<file path="src/rtl/led_value_formatter.sv">
// 32-bit value to eight 7-segment digit patterns, with a sequential double-dabble
// engine for decimal, direct hex mapping, leading-zero blanking and overflow dashes.
module led_value_formatter (
  input  logic        clk_i,
  input  logic        rst_i,
  input  logic        load_i,
  input  logic [31:0] value_i,
  input  logic        hex_i,
  input  logic        blank_i,
  output logic        busy_o,
  output logic        done_o,
  output logic        ovf_o,
  output logic [55:0] digits_o
);

  localparam logic [1:0] IDLE    = 2'd0;
  localparam logic [1:0] CONVERT = 2'd1;
  localparam logic [1:0] ENCODE  = 2'd2;

  localparam logic [31:0] DEC_MAX = 32'd99_999_999;

  logic [1:0]  state;
  logic [31:0] value_reg;
  logic [31:0] bcd;
  logic [4:0]  cnt;
  logic        hex_mode;
  logic        blank_mode;
  logic        ovf_flag;

  logic [31:0] bcd_adj;
  logic [63:0] shifted;
  logic [31:0] nibbles;
  logic [55:0] next_digits;
  logic        leading;
  logic [3:0]  nib;

  function automatic logic [6:0] seg7(input logic [3:0] n);
    case (n)
      4'h0: seg7 = 7'h3F;
      4'h1: seg7 = 7'h06;
      4'h2: seg7 = 7'h5B;
      4'h3: seg7 = 7'h4F;
      4'h4: seg7 = 7'h66;
      4'h5: seg7 = 7'h6D;
      4'h6: seg7 = 7'h7D;
      4'h7: seg7 = 7'h07;
      4'h8: seg7 = 7'h7F;
      4'h9: seg7 = 7'h6F;
      4'hA: seg7 = 7'h77;
      4'hB: seg7 = 7'h7C;
      4'hC: seg7 = 7'h39;
      4'hD: seg7 = 7'h5E;
      4'hE: seg7 = 7'h79;
      default: seg7 = 7'h71;
    endcase
  endfunction

  // One double-dabble step: correct every nibble >= 5, then shift value into bcd.
  always_comb begin
    bcd_adj = bcd;
    for (int i = 0; i < 8; i++) begin
      if (bcd[i*4 +: 4] >= 4'd5)
        bcd_adj[i*4 +: 4] = bcd[i*4 +: 4] + 4'd3;
    end
    shifted = {bcd_adj, value_reg} << 1;
  end

  // Blanking walks from the MSB digit down and stops at the first non-zero nibble;
  // the least-significant digit always shows.
  always_comb begin
    nibbles     = hex_mode ? value_reg : bcd;
    next_digits = '0;
    leading     = blank_mode;
    nib         = '0;
    for (int i = 7; i >= 0; i--) begin
      nib = nibbles[i*4 +: 4];
      if (ovf_flag) begin
        next_digits[i*7 +: 7] = 7'h40;
      end else if (leading && nib == 4'h0 && i != 0) begin
        next_digits[i*7 +: 7] = 7'h00;
      end else begin
        next_digits[i*7 +: 7] = seg7(nib);
        leading = 1'b0;
      end
    end
  end

  always_ff @(posedge clk_i or posedge rst_i) begin
    if (rst_i) begin
      state      <= IDLE;
      value_reg  <= '0;
      bcd        <= '0;
      cnt        <= '0;
      hex_mode   <= 1'b0;
      blank_mode <= 1'b0;
      ovf_flag   <= 1'b0;
      busy_o     <= 1'b0;
      done_o     <= 1'b0;
      ovf_o      <= 1'b0;
      digits_o   <= '0;
    end else begin
      done_o <= 1'b0;
      case (state)
        IDLE: begin
          if (load_i) begin
            value_reg  <= value_i;
            hex_mode   <= hex_i;
            blank_mode <= blank_i;
            busy_o     <= 1'b1;
            bcd        <= '0;
            cnt        <= '0;
            if (hex_i) begin
              ovf_flag <= 1'b0;
              state    <= ENCODE;
            end else if (value_i > DEC_MAX) begin
              ovf_flag <= 1'b1;
              state    <= ENCODE;
            end else begin
              ovf_flag <= 1'b0;
              state    <= CONVERT;
            end
          end
        end
        CONVERT: begin
          {bcd, value_reg} <= shifted;
          cnt <= cnt + 5'd1;
          if (cnt == 5'd31)
            state <= ENCODE;
        end
        ENCODE: begin
          digits_o <= next_digits;
          ovf_o    <= ovf_flag;
          done_o   <= 1'b1;
          busy_o   <= 1'b0;
          state    <= IDLE;
        end
        default: state <= IDLE;
      endcase
    end
  end

endmodule
</file>
<file path="config.mk">
export PLATFORM = sky130hd
export DESIGN_NAME = led_value_formatter
export DESIGN_NICKNAME = d
export VERILOG_FILES = /design/src/rtl/led_value_formatter.sv
export SDC_FILE = /design/constraint.sdc
export NUM_CORES = 1
export LEC_CHECK = 0
export ABC_CLOCK_PERIOD_IN_PS = 4900
export BUFFER_PORTS_ARGS = -buffer_cell sky130_fd_sc_hd__buf_2
export CAP_MARGIN = 25
export CORE_ASPECT_RATIO = 0.75
export CORE_UTILIZATION = 35
export CTS_BUF_LIST = sky130_fd_sc_hd__clkbuf_16
export DETAILED_ROUTE_END_ITERATION = 16
export PLACE_DENSITY_LB_ADDON = 0.2
export SYNTH_ARGS = -nofsm -noshare
export SYNTH_HDL_FRONTEND = slang
export SYNTH_SLANG_ARGS = --single-unit
export TNS_END_PERCENT = 5
</file>
<file path="constraint.sdc">
create_clock -name clk_i -period 4.9 [get_ports clk_i]
set_clock_uncertainty 0.2 [all_clocks]
set_input_delay 0.245 -clock clk_i [delete_from_list [all_inputs] [get_ports clk_i]]
set_output_delay 0.245 -clock clk_i [all_outputs]
set_load 0.005 [all_outputs]
</file>
== After elaboration in Yosys (flattened, before gate mapping) ==
Memories as Yosys holds them, arrays and structs flattened.
Index checks and enable logic that the tools add are counted.

* $add $sub $neg: 9
* Magnitude comparators: 9
* Equal/unequal tests: 5
* Muxes and demuxes: 52
* Reduce and logical (&&, ||, !) cells: 21

{| class="wikitable"
|+ Operators with widths
! cell !! number
|-
| 32-bit one-hot mux with 2 select lines || 2
|-
| 7-bit two-way mux || 15
|-
| 32-bit two-way mux || 3
|-
| 4-bit by 3-bit >= comparator with 1-bit output (second input constant) || 8
|-
| 32-bit by 27-bit > comparator with 1-bit output (second input constant) || 1
|-
| 4-bit by 2-bit adder with 4-bit output (second input constant) || 7
|-
| 4-bit zero test || 7
|-
| 4-bit two-way mux || 7
|-
| 1-bit two-way mux || 16
|-
| 5-bit one-hot mux with 2 select lines || 1
|-
| 2-bit two-way mux || 4
|-
| 2-bit AND reduction || 4
|-
| 1-bit logical AND || 7
|-
| 5-bit by 1-bit adder with 5-bit output (second input constant) || 1
|-
| 5-bit == test (second input constant) || 1
|-
| 5-bit two-way mux || 1
|-
| 2-bit inequality test (second input constant) || 2
|-
| 2-bit one-hot mux with 2 select lines || 1
|-
| 2-bit nonzero test || 2
|-
| 3-bit by 2-bit adder with 3-bit output (second input constant) || 1
|-
| 3-bit two-way mux || 1
|-
| 2-bit by 1-bit == test with 1-bit output (second input constant) || 1
|-
| 2-bit == test (second input constant) || 1
|-
| 2-bit zero test || 1
|-
| 1-bit one-hot mux with 2 select lines || 1
|}

* Register bits: 133
* Memory bits (read-only): 896
* Input bits: 37
* Output and inout bits: 59
* Word-level logic and storage cells: 115
* Memories kept: 8

{| class="wikitable"
|+ Memory list
! name !! words !! width !! read ports !! clocked after memory_dff !! wr ports !! RTL line !! text
|-
| (no name shown) || 16 || 7 || 1 || 0 || 0 || 38 || <nowiki>case (n)</nowiki>
|-
| (no name shown) || 16 || 7 || 1 || 0 || 0 || 38 ||
|-
| (no name shown) || 16 || 7 || 1 || 0 || 0 || 38 ||
|-
| (no name shown) || 16 || 7 || 1 || 0 || 0 || 38 ||
|-
| (no name shown) || 16 || 7 || 1 || 0 || 0 || 38 ||
|-
| (no name shown) || 16 || 7 || 1 || 0 || 0 || 38 ||
|-
| +2 memories || n/a || n/a || n/a || n/a || n/a || n/a ||
|}

== Longest topological paths before layout ==
* Depth after elaboration: 23
* Mapped depth: 13
* Gate-level depth less buffers: 8

== Worst setup path before layout ==
OpenSTA, ideal clock, no wires.

* Path type: register to register
* Start: register hex_mode
* End: register digits_o[7]
* Library setup time: 0.122 ns
* Arrival time: 3.328 ns
* Data required time: 4.578 ns
* Setup slack: 1.251 ns
* Stages on the path, launching flop included: 13
* Period minus slack after synthesis: 3.649 ns
* Cell sequence: dfrtp_1 -> buf_6 -> buf_6 -> buf_2 -> buf_2 -> mux2i_1 -> ha_1 -> nor4b_1 -> nor2_1 -> or4_1 -> buf_2 -> o311a_4 -> a32o_1

* Word-level cells in the longest chain between the ends: 23
* Elaborated cells between the ends (all ways): 30
* Classes of those cells: 15 x mux; 14 x reduce/logical; 1 x memory

{| class="wikitable"
|+ RTL lines
! what !! RTL line !! text
|-
| start: declaration || 26 || <nowiki>logic hex_mode;</nowiki>
|-
| start signal: assignment || 107 || <nowiki>hex_mode <= hex_i;</nowiki>
|-
| 32-bit two-way mux * || 71 || <nowiki>nibbles = hex_mode ? value_reg : bcd;</nowiki>
|-
| 4-bit zero test || 79 || <nowiki>end else if (leading && nib == 4'h0 && i != 0) begin</nowiki>
|-
| 1-bit logical AND || 79 ||
|-
| 1-bit two-way mux || 79 ||
|-
| 1-bit two-way mux || 77 || <nowiki>if (ovf_flag) begin</nowiki>
|-
| 1-bit logical AND || 79 ||
|-
| 1-bit two-way mux || 79 ||
|-
| 1-bit two-way mux || 77 ||
|-
| (+7 left out) || n/a ||
|-
| 1-bit two-way mux || 79 ||
|-
| 1-bit two-way mux || 77 ||
|-
| 1-bit logical AND || 79 ||
|-
| 1-bit two-way mux || 79 ||
|-
| 1-bit two-way mux || 77 ||
|-
| 1-bit logical AND || 79 ||
|-
| 7-bit two-way mux * || 79 ||
|-
| 7-bit two-way mux * || 77 ||
|-
| end signal: assignment || 131 || <nowiki>digits_o <= next_digits;</nowiki>
|-
| end: declaration || 13 || <nowiki>output logic [55:0] digits_o</nowiki>
|}

Mark *: on every way between the ends. The rest lies on a longest branch, timed or not.
A chain may end at the register's enable or synchronous reset.

== Worst setup path after layout ==
Same ends and word-level chain as after synthesis.

==> flow_metrics.py <==
metrics = {
    "run_status": {
        "status": "finished clean",
    },
    "final_layout": {
        "largest_reg_flops": 56,
        "final_common_cell": "nand2_1",
        "layout-drive-gt1-share": 0.161,
        "nets": 1107,
        "layout_common_cells": "nand2_1 (137), dfrtp_1 (131), buf_2 (95)",
        "antenna_cells": 0,
        "area_growth_pct": 16.9,
    },
    "floorplan": {
        "dieHeight_um": 137,
        "core_area_um2": 23400,
        "rows": 48,
        "fp.dieW_um": 182,
        "ioPinCount": 96,
        "die_area_um2": 24800,
        "initial_core_util": 0.362,
    },
    "detailed_routing": {
        "antenna_left": 0,
        "vias": 7134,
        "vias_per_cell": 5.42,
        "wl_per_cell_um": 18.2,
        "drcViolationCount": 0,
        "dr.first_iter.drc_count": 570,
        "first_pass_iters": 6,
        "drt-total-wl_um": 24000,
    },
    "placed_design": {
        "port_buffers": 95,
        "dp_hpwl_um": 17300,
        "gp_congestion": 0.864,
    },
    "power": {
        "finalPower_mw": 3.72,
        "clock_power_share": 0.364,
        "p_int_mw": 2.53,
        "leakagePower_nw": 4.63,
        "pwr_density_cell_nw_per_um2": 376,
        "power_frac_comb": 0.249,
        "switching_share": 0.320,
        "netSwitchingPower_mw": 1.19,
        "irDropWorstVdd_uv": 228,
        "seq_power_share": 0.388,
    },
    "global_routing": {
        "overflow": 0,
        "grt_use_total": 0.201,
        "grt_pass1_wl_um": 38300,
        "grt_max_degree": 85,
        "grt_pass1_vias": 6797,
        "antenna_found_initial": 0,
    },
    "clocking": {
        "cts_tree": "done",
        "insertion_delay_ns": 0.43,
        "clkTransAtPathRegs_ns": 0.06,
        "ctsHtreeMaxLevel": 4,
        "clock-sinks": 133,
        "clock_path_buffers": 2,
        "cts_root_buffer": "clkbuf_16",
        "cts_resized": 0,
        "cts_made_buffers": 17,
    },
    "timing": {
        "setup_viol": 0,
        "finalCritPeriodShare": 0.805,
        "finalCriticalPeriod_ns": 3.95,
        "grt_setup_unrepaired": "false",
        "relSlewSlack": 0.363,
        "fin_setup_tns_ns": 0,
        "final_hold_viol_count": 0,
        "worst_pin_slew_ns": 0.956,
        "fmax_ghz": 0.253,
        "drv_slew": 0,
    },
    "worst_setup_path": {
        "max_stage_delay_ns": 0.88,
        "crit_slowest_cell": "dfrtp_2",
        "path_class": "reg -> reg",
        "crit_buf_inv": 0,
        "crit_family": "simple AND/OR/NAND/NOR gates",
        "path_max_fanout": 29,
        "path_cells": "mux2i_1, ha_1, nor4b_4, o221ai_1, or4_1, o311a_4, a32o_1",
        "crit_required_ns": 5.02,
        "start_kind": "flop",
        "end_kind": "flop",
        "cp.arrival_ns": 4.06,
    },
    "logic_synthesis": {
        "syn_inst": 921,
        "synth.area.top_cells": "dfrtp_1 (39%), ha_1 (9.8%), nand2_1 (6.1%), a21oi_1 (4.3%), o21ai_0 (4.1%)",
        "synth_seq_cells": 133,
        "ys_warn_count": 0,
        "ys_async_sr_fraction": 1.00,
        "synth_top_area_cell": "dfrtp_1",
        "synth_ff_type": "dfrtp_1",
        "synth_top_cell_area_share": 0.393,
        "synth-edff-count": 0,
        "syn_nets": 1024,
        "synth.distinct_cells": 65,
        "synth_area_um2": 8460,
        "yosysSeqAreaShare": 0.393,
        "avgSynthCellArea_um2": 9.19,
    },
    "hold_path": {
        "hp-class": "in -> reg",
    },
    "job": {
        "maxCapViolCount": 0,
    },
}
[cell families after synthesis]
logic type,Yosys count,synth area share
flip-flops,133,0.393
XOR/XNOR,15,0.0155
multiplexers,49,0.0682
buffers and inverters,91,0.0429
AND/OR/NAND/NOR,271,0.158
AO/OA/AOI/OAI,296,0.225
adder cells (fa/ha/maj),66,0.0976
[metal layers]
layer / up-vias / wire length, um / share of wire / global-route usage
met2: 173 / 9660 / 0.40 / 0.277
met5: - / 0 / 0 / 0
li1: 3515 / - / - / -
met1: 3424 / 12800 / 0.53 / 0.309
met3: 22 / 1180 / 0.049 / 0.0396
met4: 0 / 342 / 0.014 / 0.0607
[power groups by stage]
stage | combinational (mW) | sequential [mW] | clock [mW]
after global placement | 0.911 | 1.46 | 0
after detailed placement | 0.924 | 1.46 | 0
final | 0.925 | 1.44 | 1.35
after global routing | 1.04 | 1.47 | 1.43
after CTS | 0.929 | 1.44 | 1.38
after floorplan | 0.598 | 1.41 | 0
[stage by stage]
step	setup slack (ns)	area, um2	util	cells	hold slack (ns)
6_report	0.954	9890	0.423	1317	0.0450
3_3_place_gp	1.11	9210	0.394	1278	0.255
3_5_place_dp	0.973	9210	0.394	1278	0.263
4_1_cts	0.952	9880	0.423	1316	0.0387
2_1_floorplan	0.901	8460	-	921	0.150
5_1_grt	0.648	9890	0.423	1317	0.0587
[what timing repair did]
item,in CTS,in global routing
hold endpoints to repair,89,0
buffers inserted,0,0
hold buffers,6,0
[final cells by class]
type	count	area (um2)
Fill cell	2340	13500
Clock buffer	17	425
Clock inverter	15	189
Timing Repair Buffer	115	641
Inverter	40	155
Sequential cell	133	3330
Multi-Input combinational cell	697	4770
Tap cell	300	375
[synthesized netlist by cell type, types with 3 or more instances]
| cell | n |
|---|---|
| a211oi_1 | 3 |
| a21oi_1 | 72 |
| a221o_1 | 4 |
| a22o_1 | 21 |
| a22oi_1 | 6 |
| a31oi_1 | 6 |
| a32o_1 | 15 |
| a32oi_1 | 5 |
| and3b_1 | 31 |
| buf_2 | 5 |
| clkbuf_1 | 44 |
| dfrtp_1 | 133 |
| ha_1 | 66 |
| inv_1 | 38 |
| mux2_2 | 9 |
| mux2i_1 | 34 |
| mux4_2 | 4 |
| nand2_1 | 137 |
| nand2b_1 | 13 |
| nand3_1 | 8 |
| nand4_1 | 3 |
| nor2_1 | 49 |
| nor3_1 | 10 |
| nor3b_1 | 4 |
| o211ai_1 | 6 |
| o21ai_0 | 69 |
| o21ai_1 | 30 |
| o221ai_1 | 4 |
| o22ai_1 | 11 |
| o2bb2ai_1 | 3 |
| o31ai_1 | 13 |
| o32ai_1 | 9 |
| xnor2_1 | 8 |
| xor2_1 | 7 |
[worst register-to-register path, cell delays in order, from the launching register on]
cell and delay [ns]:
dfrtp_2 0.88, mux2i_1 0.54, ha_1 0.28, nor4b_4 0.26
o221ai_1 0.21, or4_1 0.77, o311a_4 0.43, a32o_1 0.27
[final timing paths]
check	end	from	slack (ns)	cells past startpoint
setup / recovery	digits_o[7]	hex_mode	0.95	7
hold / removal	value_reg[9]	value_i[9]	0.05	4
setup reg to reg	digits_o[7]	hex_mode	0.95	7
hold reg to reg	busy_o	busy_o	0.27	2
max in group asynchronous	blank_mode	rst_i	2.97	4
min in group asynchronous	bcd[9]	rst_i	0.33	3
(Power assumes the default switching activity.)
